**src/rtl/dsp_pkg.sv**
```systemverilog
// Shared constants for the sample-rate-change datapath blocks.
package dsp_pkg;

  localparam int  DSP_DATA_W = 18;

  localparam logic MODE_PICK = 1'b0;
  localparam logic MODE_AVG  = 1'b1;

endpackage

```
**src/rtl/decim_phase_counter.sv**
```systemverilog
// Frame position counter for integer-factor rate changers.
// Counts accepted samples 0..FACTOR-1 and exposes the index of the sample
// currently being presented, with sync forcing that index to 0.
module decim_phase_counter
  import dsp_pkg::*;
#(
  parameter int FACTOR = 4,
  localparam int CNT_W = $clog2(FACTOR)
) (
  input  logic             clk,
  input  logic             reset,
  input  logic             clk_en,
  input  logic             sync,
  output logic [CNT_W-1:0] cnt,
  output logic [CNT_W-1:0] idx,
  output logic             frame_start,
  output logic             frame_end
);

  localparam logic [CNT_W-1:0] LAST = CNT_W'(FACTOR - 1);
  localparam logic [CNT_W-1:0] ONE  = CNT_W'(1);

  // Index of the sample on x_in this cycle; sync makes it the first of a new frame.
  assign idx         = sync ? '0 : cnt;
  assign frame_start = sync | (clk_en & (cnt == '0));
  assign frame_end   = clk_en & (idx == LAST);

  // Sample counter: restart on sync, otherwise advance and wrap on accepted samples.
  always_ff @(posedge clk or negedge reset) begin
    if (!reset) begin
      cnt <= '0;
    end else if (sync) begin
      cnt <= clk_en ? ONE : '0;
    end else if (clk_en) begin
      cnt <= (cnt == LAST) ? '0 : cnt + ONE;
    end
  end

endmodule

```
**src/rtl/decimator_r.sv**
```systemverilog
// Integer-factor decimator: pick one sample per frame or output the frame mean.
// mode/phase are sampled at each frame start so a frame is always processed
// with one consistent setting; the current sample uses the incoming setting
// when it is itself the first sample of a frame.
module decimator_r
  import dsp_pkg::*;
#(
  parameter int DATA_W = DSP_DATA_W,
  parameter int FACTOR = 4,
  localparam int CNT_W = $clog2(FACTOR),
  localparam int ACC_W = DATA_W + CNT_W
) (
  input  logic              clk,
  input  logic              reset,
  input  logic              clk_en,
  input  logic [DATA_W-1:0] x_in,
  input  logic              mode,
  input  logic [CNT_W-1:0]  phase,
  input  logic              sync,
  output logic [DATA_W-1:0] y,
  output logic              y_valid
);

  generate
    if (FACTOR < 2 || (FACTOR & (FACTOR - 1)) != 0) begin : g_bad_factor
      $error("decimator_r: FACTOR must be a power of two >= 2");
    end
  endgenerate

  logic [CNT_W-1:0] cnt;
  logic [CNT_W-1:0] idx;
  logic             frame_start;
  logic             frame_end;

  logic             mode_q;
  logic [CNT_W-1:0] phase_q;
  logic             mode_eff;
  logic [CNT_W-1:0] phase_eff;

  logic signed [ACC_W-1:0] acc;
  logic signed [ACC_W-1:0] acc_base;
  logic signed [ACC_W-1:0] x_ext;
  logic signed [ACC_W-1:0] sum;
  logic                    pick_hit;
  logic                    avg_hit;

  decim_phase_counter #(
    .FACTOR (FACTOR)
  ) u_cnt (
    .clk         (clk),
    .reset       (reset),
    .clk_en      (clk_en),
    .sync        (sync),
    .cnt         (cnt),
    .idx         (idx),
    .frame_start (frame_start),
    .frame_end   (frame_end)
  );

  // Settings that govern the current sample.
  assign mode_eff  = frame_start ? mode  : mode_q;
  assign phase_eff = frame_start ? phase : phase_q;

  // Running frame sum including the current sample; the first sample of a frame discards old state.
  assign x_ext    = ACC_W'(signed'(x_in));
  assign acc_base = (idx == '0) ? '0 : acc;
  assign sum      = acc_base + x_ext;

  assign pick_hit = clk_en & (mode_eff == MODE_PICK) & (idx == phase_eff);
  assign avg_hit  = (mode_eff == MODE_AVG) & frame_end;

  // Capture mode/phase at each frame start.
  always_ff @(posedge clk or negedge reset) begin
    if (!reset) begin
      mode_q  <= MODE_PICK;
      phase_q <= '0;
    end else if (frame_start) begin
      mode_q  <= mode;
      phase_q <= phase;
    end
  end

  // Accumulator: builds the frame sum in average mode, cleared at frame end and on idle sync.
  always_ff @(posedge clk or negedge reset) begin
    if (!reset) begin
      acc <= '0;
    end else if (clk_en) begin
      if (mode_eff == MODE_AVG && !frame_end) begin
        acc <= sum;
      end else begin
        acc <= '0;
      end
    end else if (sync) begin
      acc <= '0;
    end
  end

  // Output register and one-cycle valid; dropping the low CNT_W bits is a floor divide.
  always_ff @(posedge clk or negedge reset) begin
    if (!reset) begin
      y       <= '0;
      y_valid <= 1'b0;
    end else begin
      y_valid <= pick_hit | avg_hit;
      if (pick_hit) begin
        y <= x_in;
      end else if (avg_hit) begin
        y <= sum[ACC_W-1:CNT_W];
      end
    end
  end

endmodule

```
**config.mk**
```make
export PLATFORM = sky130hd
export DESIGN_NAME = decimator_r
export DESIGN_NICKNAME = d
export VERILOG_FILES = /design/src/rtl/dsp_pkg.sv /design/src/rtl/decim_phase_counter.sv /design/src/rtl/decimator_r.sv
export SDC_FILE = /design/constraint.sdc
export NUM_CORES = 1
export LEC_CHECK = 0
export BUFFER_PORTS_ARGS = -buffer_cell sky130_fd_sc_hd__buf_2
export CELL_PAD_IN_SITES_DETAIL_PLACEMENT = 1
export CELL_PAD_IN_SITES_GLOBAL_PLACEMENT = 1
export CORE_MARGIN = 2
export CORE_UTILIZATION = 47
export DETAILED_ROUTE_END_ITERATION = 12
export HOLD_SLACK_MARGIN = 0.12
export PLACE_DENSITY_LB_ADDON = 0.1
export SYNTH_ARGS = -nofsm -noshare
export SYNTH_HDL_FRONTEND = slang
export SYNTH_HIERARCHICAL = 1
export SYNTH_SLANG_ARGS = --single-unit
```
**constraint.sdc**
```tcl
create_clock -name clk -period 6.55 [get_ports clk]
set_clock_uncertainty 0.15 [all_clocks]
set_input_delay 0.3275 -clock clk [delete_from_list [all_inputs] [get_ports clk]]
set_output_delay 0.3275 -clock clk [all_outputs]
set_load 0.02 [all_outputs]
```
### After elaboration in Yosys (flattened, before gate mapping)

Index checks and enable logic that the tools add are counted.

| storage, ports and cells | value |
|---|---|
| bits in registers | 44 |
| word-level logic and storage cells | 38 |
| output and inout port bits | 19 |

| operators by class | value |
|---|---|
| reductions and logical operators | 6 |
| multiplexer cells | 13 |
| bitwise gates (word level) | 8 |
| $add $sub $neg | 2 |
| eq/ne operators | 3 |

Operators by type and width:

| operator | number |
|---|---|
| $mux W20 | 4 |
| $mux W18 | 2 |
| $add A20 B18 Y20 | 1 |
| $mux W2 | 5 |
| $and A1 B1 Y1 | 5 |
| $eq A2 B2 Y1 const B | 2 |
| $logic_not A2 Y1 | 2 |
| $reduce_bool A2 Y1 | 2 |
| $add A2 B1 Y2 const B | 1 |
| $eq A2 B2 Y1 | 1 |
| $mux W1 | 2 |
| $or A1 B1 Y1 | 2 |
| $logic_and A1 B1 Y1 | 1 |
| $logic_not A1 Y1 | 1 |
| $not A1 Y1 | 1 |

### Longest topological paths before layout

Gate-level depths: netlist of run 1.

| depth | value |
|---|---|
| depth in word-level cells | 8 |
| mapped depth | 14 |

### Hierarchy

The synthesis of run 1 kept the hierarchy.

Modules (own cells, without submodules):

| module | cells each | area each (µm²) | times used | sequential area each (µm²) |
|---|---|---|---|---|
| decimator_r | 291 | 2751.4 | 1 | 1051.0 |
| decim_phase_counter | 14 | 146.4 | 1 | 50.0 |

### Least setup slack after synthesis of run 1

Ideal clock, no wire load.

| timing | value |
|---|---|
| kind | register to register |
| start point | reg u_cnt.cnt[0] |
| end point | reg acc[18] |
| stages on the path, launching flop included | 13 |
| arrival | 2865 ps |
| required time | 6279 ps |
| period minus slack after synthesis | 3136 ps |
| path slack | 3414 ps |
| cells stage by stage | dfrtp_1 > nor2b_2 > nor2_1 > nor2b_1 > ha_1 > fa_1 > a211o_1 > a211oi_1 > nor4_1 > nor3_1 > nor2_1 > xor2_1 > a22o_1 |

| on the way | value |
|---|---|
| cells in the longest elaborated chain, start to end | 7 |
| elaborated cells between the ends (all ways) | 14 |
| those cells by class | add/sub: 1; eq/ne: 1; mux: 5; bitwise: 3; reduce/logical: 4 |

RTL lines:

| what | line | text |
|---|---|---|
| start: declaration | decim_phase_counter.sv:14 | `output logic [CNT_W-1:0] cnt,` |
| start signal: assignment | decim_phase_counter.sv:33 | `cnt <= clk_en ? ONE : '0;` |
| start signal: assignment | decim_phase_counter.sv:35 | `cnt <= (cnt == LAST) ? '0 : cnt + ONE;` |
| $mux W2 * | decim_phase_counter.sv:24 | `assign idx = sync ? '0 : cnt;` |
| via idx[0] | decimator_r.sv:31 | `logic [CNT_W-1:0] idx;` |
| parallel branches: the longest is 4 deep, another holds $add A20 B18 Y20 | n/a |  |
| $mux W20 * | decimator_r.sv:88 | `if (mode_eff == MODE_AVG && !frame_end) begin` |
| $mux W20 * | decimator_r.sv:87 | `end else if (clk_en) begin` |
| end signal: assignment | decimator_r.sv:89 | `acc <= sum;` |
| end: declaration | decimator_r.sv:40 | `logic signed [ACC_W-1:0] acc;` |

Mark *: on every way through the listed nets, which the timed path passes.
A chain may end at the register's enable or synchronous reset.

### Worst setup path after layout of run 1

Ends and elaborated chain as after synthesis.

==> results.sh, run 1 <==
export IMPL_status="complete, no violations"
export IMPL_boundaryPins=44
export IMPL_crit_path_end_kind="flop"
export IMPL_cpMostUsedCell="nor2_1"
export IMPL_htreeDepth=2
export IMPL_start_util=0.487
export IMPL_drive_above_1_share=0.176
export IMPL_chipHeight_um=82.5
export IMPL_grt_overflow_total=0
export IMPL_finalHoldViolCount=0
export IMPL_die_area_sq_um=6810
export IMPL_cts_made_buffers=5
export IMPL_min_period_ns=3.37
export IMPL_vias=2437
export IMPL_cp_arrival_ns=3.42
export IMPL_post_synth_inst_count=305
export IMPL_ant_nets=0
export IMPL_slowest_delay_ns=0.43
export IMPL_p_leak_nw=1.68
export IMPL_setup_ws_ns=3.18
export IMPL_worstSetupPathType="reg -> reg"
export IMPL_yosys_most_used_dff="dfrtp_1"
export IMPL_maxSlewHeadroom=0.243
export IMPL_maxCapViolations=0
export IMPL_fmax_mhz=297
export IMPL_gp_congestion=0.801
export IMPL_pre_cts_ws_ns=3.14
export IMPL_antenna_found_initial=0
export IMPL_synth_xor_area_frac=0.0604
export IMPL_synth_yosys_seq_area_share=0.380
export IMPL_fp_dieW_um=82.5
export IMPL_avgSynthCellArea_sq_um=9.50
export IMPL_fillers=715
export IMPL_p_total_uw=933
export IMPL_post_synth_top_count_cell="dfrtp_1"
export IMPL_multi_input_area_sq_um=1740
export IMPL_path_cells="nor2b_2 -> nor2_1 -> buf_4 -> nor2b_1 -> ha_1 -> fa_1 -> a211o_1 -> a211oi_1 -> nor4_1 -> nor3_1 -> nor2_1 -> xor2_1 -> a22o_1"
export IMPL_firstDrtPassIters=4
export IMPL_register_area_sq_um=1100
export IMPL_yosys_area_top_type_share=0.380
export IMPL_setup_tns_ns=0
export IMPL_area_growth_pct=13.5
export IMPL_synth_compound_area_frac=0.231
export IMPL_maxSlewViolCount=0
export IMPL_cts_setup_buffers=0
export IMPL_syn_area_sq_um=2900
export IMPL_synth_distinct_cells=48
export IMPL_synthAdderAreaFrac=0.0976
export IMPL_grt_pass1_wl_mm=12.0
export IMPL_peakVddDrop_mv=0.143
export IMPL_fin_crit_sh=0.515
export IMPL_synthMuxAreaShare=0.0315
export IMPL_synth_top_family_by_area="compound AO/OA/AOI/OAI gates"
export IMPL_grt_pass1_vias=2414
export IMPL_clockBufferDepth=2
export IMPL_pwr_density_cell_nw_per_um2=284
export IMPL_drt_iter0_markers=67
export IMPL_diodes=0
export IMPL_grt_usage=0.234
export IMPL_hpwlAfterDp_mm=5.30
export IMPL_nNetsFinal=393
export IMPL_async_reset_ff_frac=1.00
export IMPL_placed_cells=412
export IMPL_portBuffers=43
export IMPL_drc_errors=0
export IMPL_tightestPinTransition_ns=1.13
export IMPL_ys_warn_count=6
export IMPL_synth_seq_cells=44
export IMPL_clk_latency_ns=0.31
export IMPL_crit_buf_inv=1
export IMPL_cts_root_buf="clkbuf_8"
export IMPL_cp_max_fo=19
export IMPL_synth_area_leader_cell="dfrtp_1"
export IMPL_viasPerCell=5.77
export IMPL_synth_nets=352
export IMPL_synth_edf_count=0
export IMPL_synth_simple_area_share=0.175
export IMPL_cpLargestDelayFamily="simple AND/OR/NAND/NOR gates"
export IMPL_coreArea_sq_um=5960
export IMPL_cts_tree="done"
export IMPL_hp_class="in -> reg"
export IMPL_setup_viol=0
export IMPL_routedWlPerCell_um=17.9
export IMPL_clock_sinks=44
export IMPL_start_kind="flop"
export IMPL_synth_area_top_cells="dfrtp_1 38%, ha_1 9.1%, a22o_1 7.6%"
export IMPL_grt_setup_unrepaired="false"
export IMPL_grt_max_degree=45
export IMPL_crit_required_ns=6.59
export IMPL_rows=28
export IMPL_fin_util=0.552
export IMPL_fin_cells=422
export IMPL_slowest_stage="fa_1"
export IMPL_detail_route_wirelength_mm=7.55
export IMPL_cts_clk_slew_worst_paths_ns=0.08
export IMPL_synth_common_cells="44 x dfrtp_1, 36 x nand2_1, 25 x a22o_1"
==> per-layer routing <==
layer | GRT usage | up-vias | share of wire
met2 | 0.394 | 39 | 0.49
met3 | 0.0380 | 4 | 0.027
met5 | 0 | - | 0
met1 | 0.316 | 1203 | 0.48
met4 | 0.0541 | 0 | 0.0038
li1 | - | 1191 | -
==> report_power, final <==
group | switching (mW) | total (mW) | internal, mW
Clock | 0.100 | 0.185 | 0.0845
Combinational | 0.218 | 0.367 | 0.149
Sequential | 0.0380 | 0.381 | 0.343
==> cell type report <==
type,count,share of cell area
Clock buffer,6,0.0251
Timing Repair Buffer,46,0.0738
Multi-Input combinational cell,244,0.529
Clock inverter,2,0.00304
Sequential cell,44,0.335
Tap cell,75,0.0285
Inverter,5,0.00571
==> layout by cell type (no fill, tap or decap), types with 3 or more instances in the layout <==
cell       n
dfrtp_1   44
buf_2     43
nand2_1   36
a22o_1    25
a21oi_1   23
nor2b_1   22
ha_1      21
nor2_1    14
xor2_1    11
a21o_1    11
xnor2_1    9
a22oi_1    8
o21ai_1    7
clkbuf_8   6
mux2i_1    5
inv_1      5
o21ai_0    5
o21a_1     4
a211oi_1   3
nor3_1     3
==> registers in the layout (all words and copies together), names as in the netlist <==
signal and flops:
phase_q 2, mode_q 1, y 18, y_valid 1
u_cnt/cnt 2, acc 20
==> path summary, 6_finish.rpt <==
path | startpoint | to | slack [ns] | depth (start not counted)
max | u_cnt/cnt[0] | acc[18] | 3.18 | 13
min | x_in[4] | y[4] | 0.13 | 3
max reg2reg | u_cnt/cnt[0] | acc[18] | 3.18 | 13
min reg2reg | y[2] | y[2] | 0.33 | 2
max in group asynchronous | reset | acc[13] | 5.03 | 2
min in group asynchronous | reset | y[16] | 0.58 | 2
==> what timing repair did <==
action                     in CTS  in global routing
hold endpoints to repair       44                  1
setup endpoints to repair       0                  0
resized for setup               0                  0
hold buffers                    1                  1
==> metrics by stage <==
step | hold WS [ns] | area, sq um
floorplan | -0.118 | 2900
global placement | 0.307 | 3180
detailed placement | 0.312 | 3180
CTS | 0.123 | 3280
global route | 0.138 | 3290
finish | 0.134 | 3290
==> tightest hold or removal path, stage by stage <==
cell and delay, ns:
buf_2 0.10, a22oi_1 0.07, nand2_1 0.06
==> cells by family (layout without fill, tap and decap cells) <==
family,Yosys count,count (layout)
XOR/XNOR,20,20
buffers and inverters,17,59
AND/OR/NAND/NOR,98,98
adder cells (fa/ha/maj),22,22
AO/OA/AOI/OAI,96,96
multiplexers,8,8
flip-flops,44,44
No activity file was read; power rests on OpenSTA's default activity.
==> run 2, diff against run 1 <==
--- a/config.mk
+++ b/config.mk
@@ -5,11 +5,12 @@
 export SDC_FILE = /design/constraint.sdc
 export NUM_CORES = 1
 export LEC_CHECK = 0
+export ABC_AREA = 1
 export BUFFER_PORTS_ARGS = -buffer_cell sky130_fd_sc_hd__buf_2
 export CELL_PAD_IN_SITES_DETAIL_PLACEMENT = 1
 export CELL_PAD_IN_SITES_GLOBAL_PLACEMENT = 1
 export CORE_MARGIN = 2
-export CORE_UTILIZATION = 47
+export CORE_UTILIZATION = 37
 export DETAILED_ROUTE_END_ITERATION = 12
 export HOLD_SLACK_MARGIN = 0.12
 export PLACE_DENSITY_LB_ADDON = 0.1
==> constraint.sdc (replaced) <==
create_clock -name clk -period 3.1 [get_ports clk]
set_clock_uncertainty 0.15 [all_clocks]
set_input_delay 0.155 -clock clk [delete_from_list [all_inputs] [get_ports clk]]
set_output_delay 0.155 -clock clk [all_outputs]
set_load 0.02 [all_outputs]
==> run 2 against run 1 <==
Power grew 130%. Sequential cell count is the same. Clock power grew to 2.7 times the previous value. First-iteration DRC count grew 100%. Worst hold slack gained 0.0010 ns. Design area grew 22%. Register-to-register slack lost 2.9 ns. Via count grew 40%. Sequential share of layout area shrank 6.1 points. Die area grew 41%. Non-clock buffer count grew 27. Critical endpoint is now acc[16]. Largest power group is now combinational cells. Highest routed layer unchanged.
==> results.sh, run 2 <==
export IMPL_viasPerCell=4.95
export IMPL_peakVddDrop_mv=0.201
export IMPL_drc_errors=0
export IMPL_grt_max_degree=45
export IMPL_htreeDepth=2
export IMPL_ant_nets=0
export IMPL_path_cells="nand2_2 -> inv_1 -> or2_2 -> clkinv_4 -> nor2_1 -> ha_1 -> fa_2 -> nand3_1 -> nand3_1 -> nand2_1 -> nand2_1 -> nand2_1 -> nand3b_1 -> nand3_1 -> nand2_1"
export IMPL_clock_sinks=44
export IMPL_layout_commonest_cell="nand2_1"
export IMPL_clockBufferDepth=2
export IMPL_cpMostUsedCell="nand2_1"
export IMPL_clk_latency_ns=0.31
export IMPL_finalHoldViolCount=0
export IMPL_setup_ws_ns=0.248
export IMPL_synth_distinct_cells=31
export IMPL_final_cell_mix="183 x nand2_1, 75 x inv_1, 55 x nand3_1"
export IMPL_grt_pass1_wl_mm=17.8
export IMPL_synth_yosys_seq_area_share=0.336
export IMPL_hp_class="in -> reg"
export IMPL_status="complete, no violations"
export IMPL_start_util=0.378
export IMPL_post_synth_top_count_cell="nand2_1"
export IMPL_top_register="acc"
export IMPL_chipHeight_um=98.1
export IMPL_synth_edf_count=0
export IMPL_crit_path_end_kind="flop"
export IMPL_routedWlPerCell_um=15.5
export IMPL_drt_iter0_markers=135
export IMPL_antenna_found_initial=0
export IMPL_grt_pass1_vias=3572
export IMPL_coreArea_sq_um=8680
export IMPL_cts_root_buf="clkbuf_8"
export IMPL_ys_warn_count=6
export IMPL_post_synth_inst_count=506
export IMPL_grt_usage=0.227
export IMPL_detail_route_wirelength_mm=10.6
export IMPL_maxSlewHeadroom=0.275
export IMPL_grt_overflow_total=0
export IMPL_vias=3400
export IMPL_cts_tree="done"
export IMPL_hpwlAfterDp_mm=7.77
export IMPL_p_leak_nw=2.27
export IMPL_syn_area_sq_um=3280
export IMPL_gp_congestion=0.869
export IMPL_synth_area_leader_cell="dfrtp_1"
export IMPL_diodes=0
export IMPL_top_regs="acc: 20 flops, y: 18 flops"
export IMPL_slowest_stage="dfrtp_1"
export IMPL_rows=34
export IMPL_cts_setup_buffers=0
export IMPL_multi_input_area_sq_um=1840
export IMPL_fp_dieW_um=98.1
export IMPL_cp_num_cells=15
export IMPL_synth_nets=553
export IMPL_pwr_density_cell_nw_per_um2=530
export IMPL_cpLargestDelayFamily="simple AND/OR/NAND/NOR gates"
export IMPL_crit_buf_inv=2
export IMPL_min_period_ns=2.85
export IMPL_nNetsFinal=625
export IMPL_slowest_delay_ns=0.43
export IMPL_ff2ff_path_depth=15
export IMPL_cts_made_buffers=5
export IMPL_cp_arrival_ns=2.89
export IMPL_maxCapViolations=0
export IMPL_avgSynthCellArea_sq_um=6.48
export IMPL_crit_required_ns=3.14
export IMPL_worstHoldPathCells=5
export IMPL_maxSlewViolCount=0
export IMPL_cts_clk_slew_worst_paths_ns=0.11
export IMPL_synth_seq_cells=44
export IMPL_synth_area_top_cells="dfrtp_1 34%, nand2_1 21%, inv_1 8.7%"
export IMPL_setup_tns_ns=0
export IMPL_fin_crit_sh=0.920
export IMPL_register_area_sq_um=1100
export IMPL_fin_hold_ws_ns=0.135
export IMPL_largest_reg_flops=20
export IMPL_portBuffers=43
export IMPL_yosys_area_top_type_share=0.336
export IMPL_async_reset_ff_frac=1.00
export IMPL_pre_cts_ws_ns=0.00111
export IMPL_firstDrtPassIters=4
export IMPL_drive_above_1_share=0.123
export IMPL_cp_max_fo=11
export IMPL_fillers=1177
export IMPL_worstSetupPathType="reg -> reg"
export IMPL_fmax_mhz=351
export IMPL_area_growth_pct=22.8
export IMPL_start_kind="flop"
export IMPL_die_area_sq_um=9630
export IMPL_synth_common_cells="184 x nand2_1, 76 x inv_1, 55 x nand3_1"
export IMPL_boundaryPins=44
export IMPL_yosys_most_used_dff="dfrtp_1"
export IMPL_setup_viol=0
export IMPL_tightestPinTransition_ns=1.09
==> run 2: cell count changes in the layout (fill, tap and decap cells not counted), moves of 9 or more <==
cell           previous run  this run
dlygate4sd3_1             2        25
a22o_1                   25         0
nor2_1                   14        51
nand3_1                   2        55
nor2b_1                  22         0
a21o_1                   11         0
nand2_1                  36       183
o21ai_0                   5        14
inv_1                     5        75
==> run 2: what timing repair did <==
action | 4_1_cts | 5_1_grt
endpoints found under the setup margin | 16 | 21
hold endpoints to repair | 67 | 0
pin swaps | 0 | 0
gates resized for setup | 1 | 8
hold buffers | 25 | 0
==> run 2: report_power, final <==
part           internal, mW  leakage (nW)  switching [mW]
logic                 0.299          1.65           0.547
clock network         0.264        0.0614           0.230
registers             0.718         0.562          0.0773
==> run 2: kinds of logic (layout without fill, tap and decap cells) <==
kind of cell,Yosys count,in the layout,share of synthesized area
buffers and inverters,88,161,0.107
DFF,44,44,0.336
and+or+nand+nor,310,310,0.396
adders and majority gates,22,22,0.0862
xor gates and xnor gates,8,8,0.0214
AOI/OAI and AO/OA,34,34,0.0542
==> run 2: worst register-to-register path: cells and delay by family (launching register included) <==
family | cells | cell delay, ns
fa+ha+maj | 2 | 0.64
buf+inv | 2 | 0.20
flops | 1 | 0.43
simple gates | 11 | 1.30
==> run 2: area by class of cell <==
type	instances	share of cell area
clock buffers	6	0.0205
clock inverters	2	0.00963
inverters	80	0.0770
multi-input cells	374	0.458
flip-flops and latches	44	0.273
well taps	108	0.0336
repair buffers	73	0.128
==> run 2: layer usage <==
| metal | up-vias | wire length [um] | global-route usage |
|---|---|---|---|
| met5 | - | 0 | 0 |
| met4 | 0 | 90 | 0.0432 |
| met3 | 9 | 269 | 0.0179 |
| met2 | 56 | 4990 | 0.393 |
| met1 | 1626 | 5300 | 0.315 |
| li1 | 1709 | - | - |
==> run 2: metrics by stage <==
| stage | instance area, sq um | util | total power, mW | cells |
|---|---|---|---|---|
| 6_report | 4030 | 0.464 | 2.14 | 687 |
| 4_1_cts | 4010 | 0.462 | 2.14 | 687 |
| 2_1_floorplan | 3280 | - | 1.33 | 506 |
| 5_1_grt | 4030 | 0.464 | 2.30 | 687 |
| 3_3_place_gp | 3640 | 0.419 | 1.60 | 654 |
| 3_5_place_dp | 3640 | 0.419 | 1.62 | 654 |
==> run 2: path summary, 6_finish.rpt <==
| path | start | slack [ns] | endpoint |
|---|---|---|---|
| hold / removal | mode | 0.13 | mode_q |
| hold reg to reg | y[0] | 0.34 | y[0] |
| setup / recovery | u_cnt/cnt[1] | 0.25 | acc[16] |
| max in group asynchronous | reset | 1.69 | acc[13] |
| setup reg to reg | u_cnt/cnt[1] | 0.25 | acc[16] |
| min in group asynchronous | reset | 0.44 | y[2] |
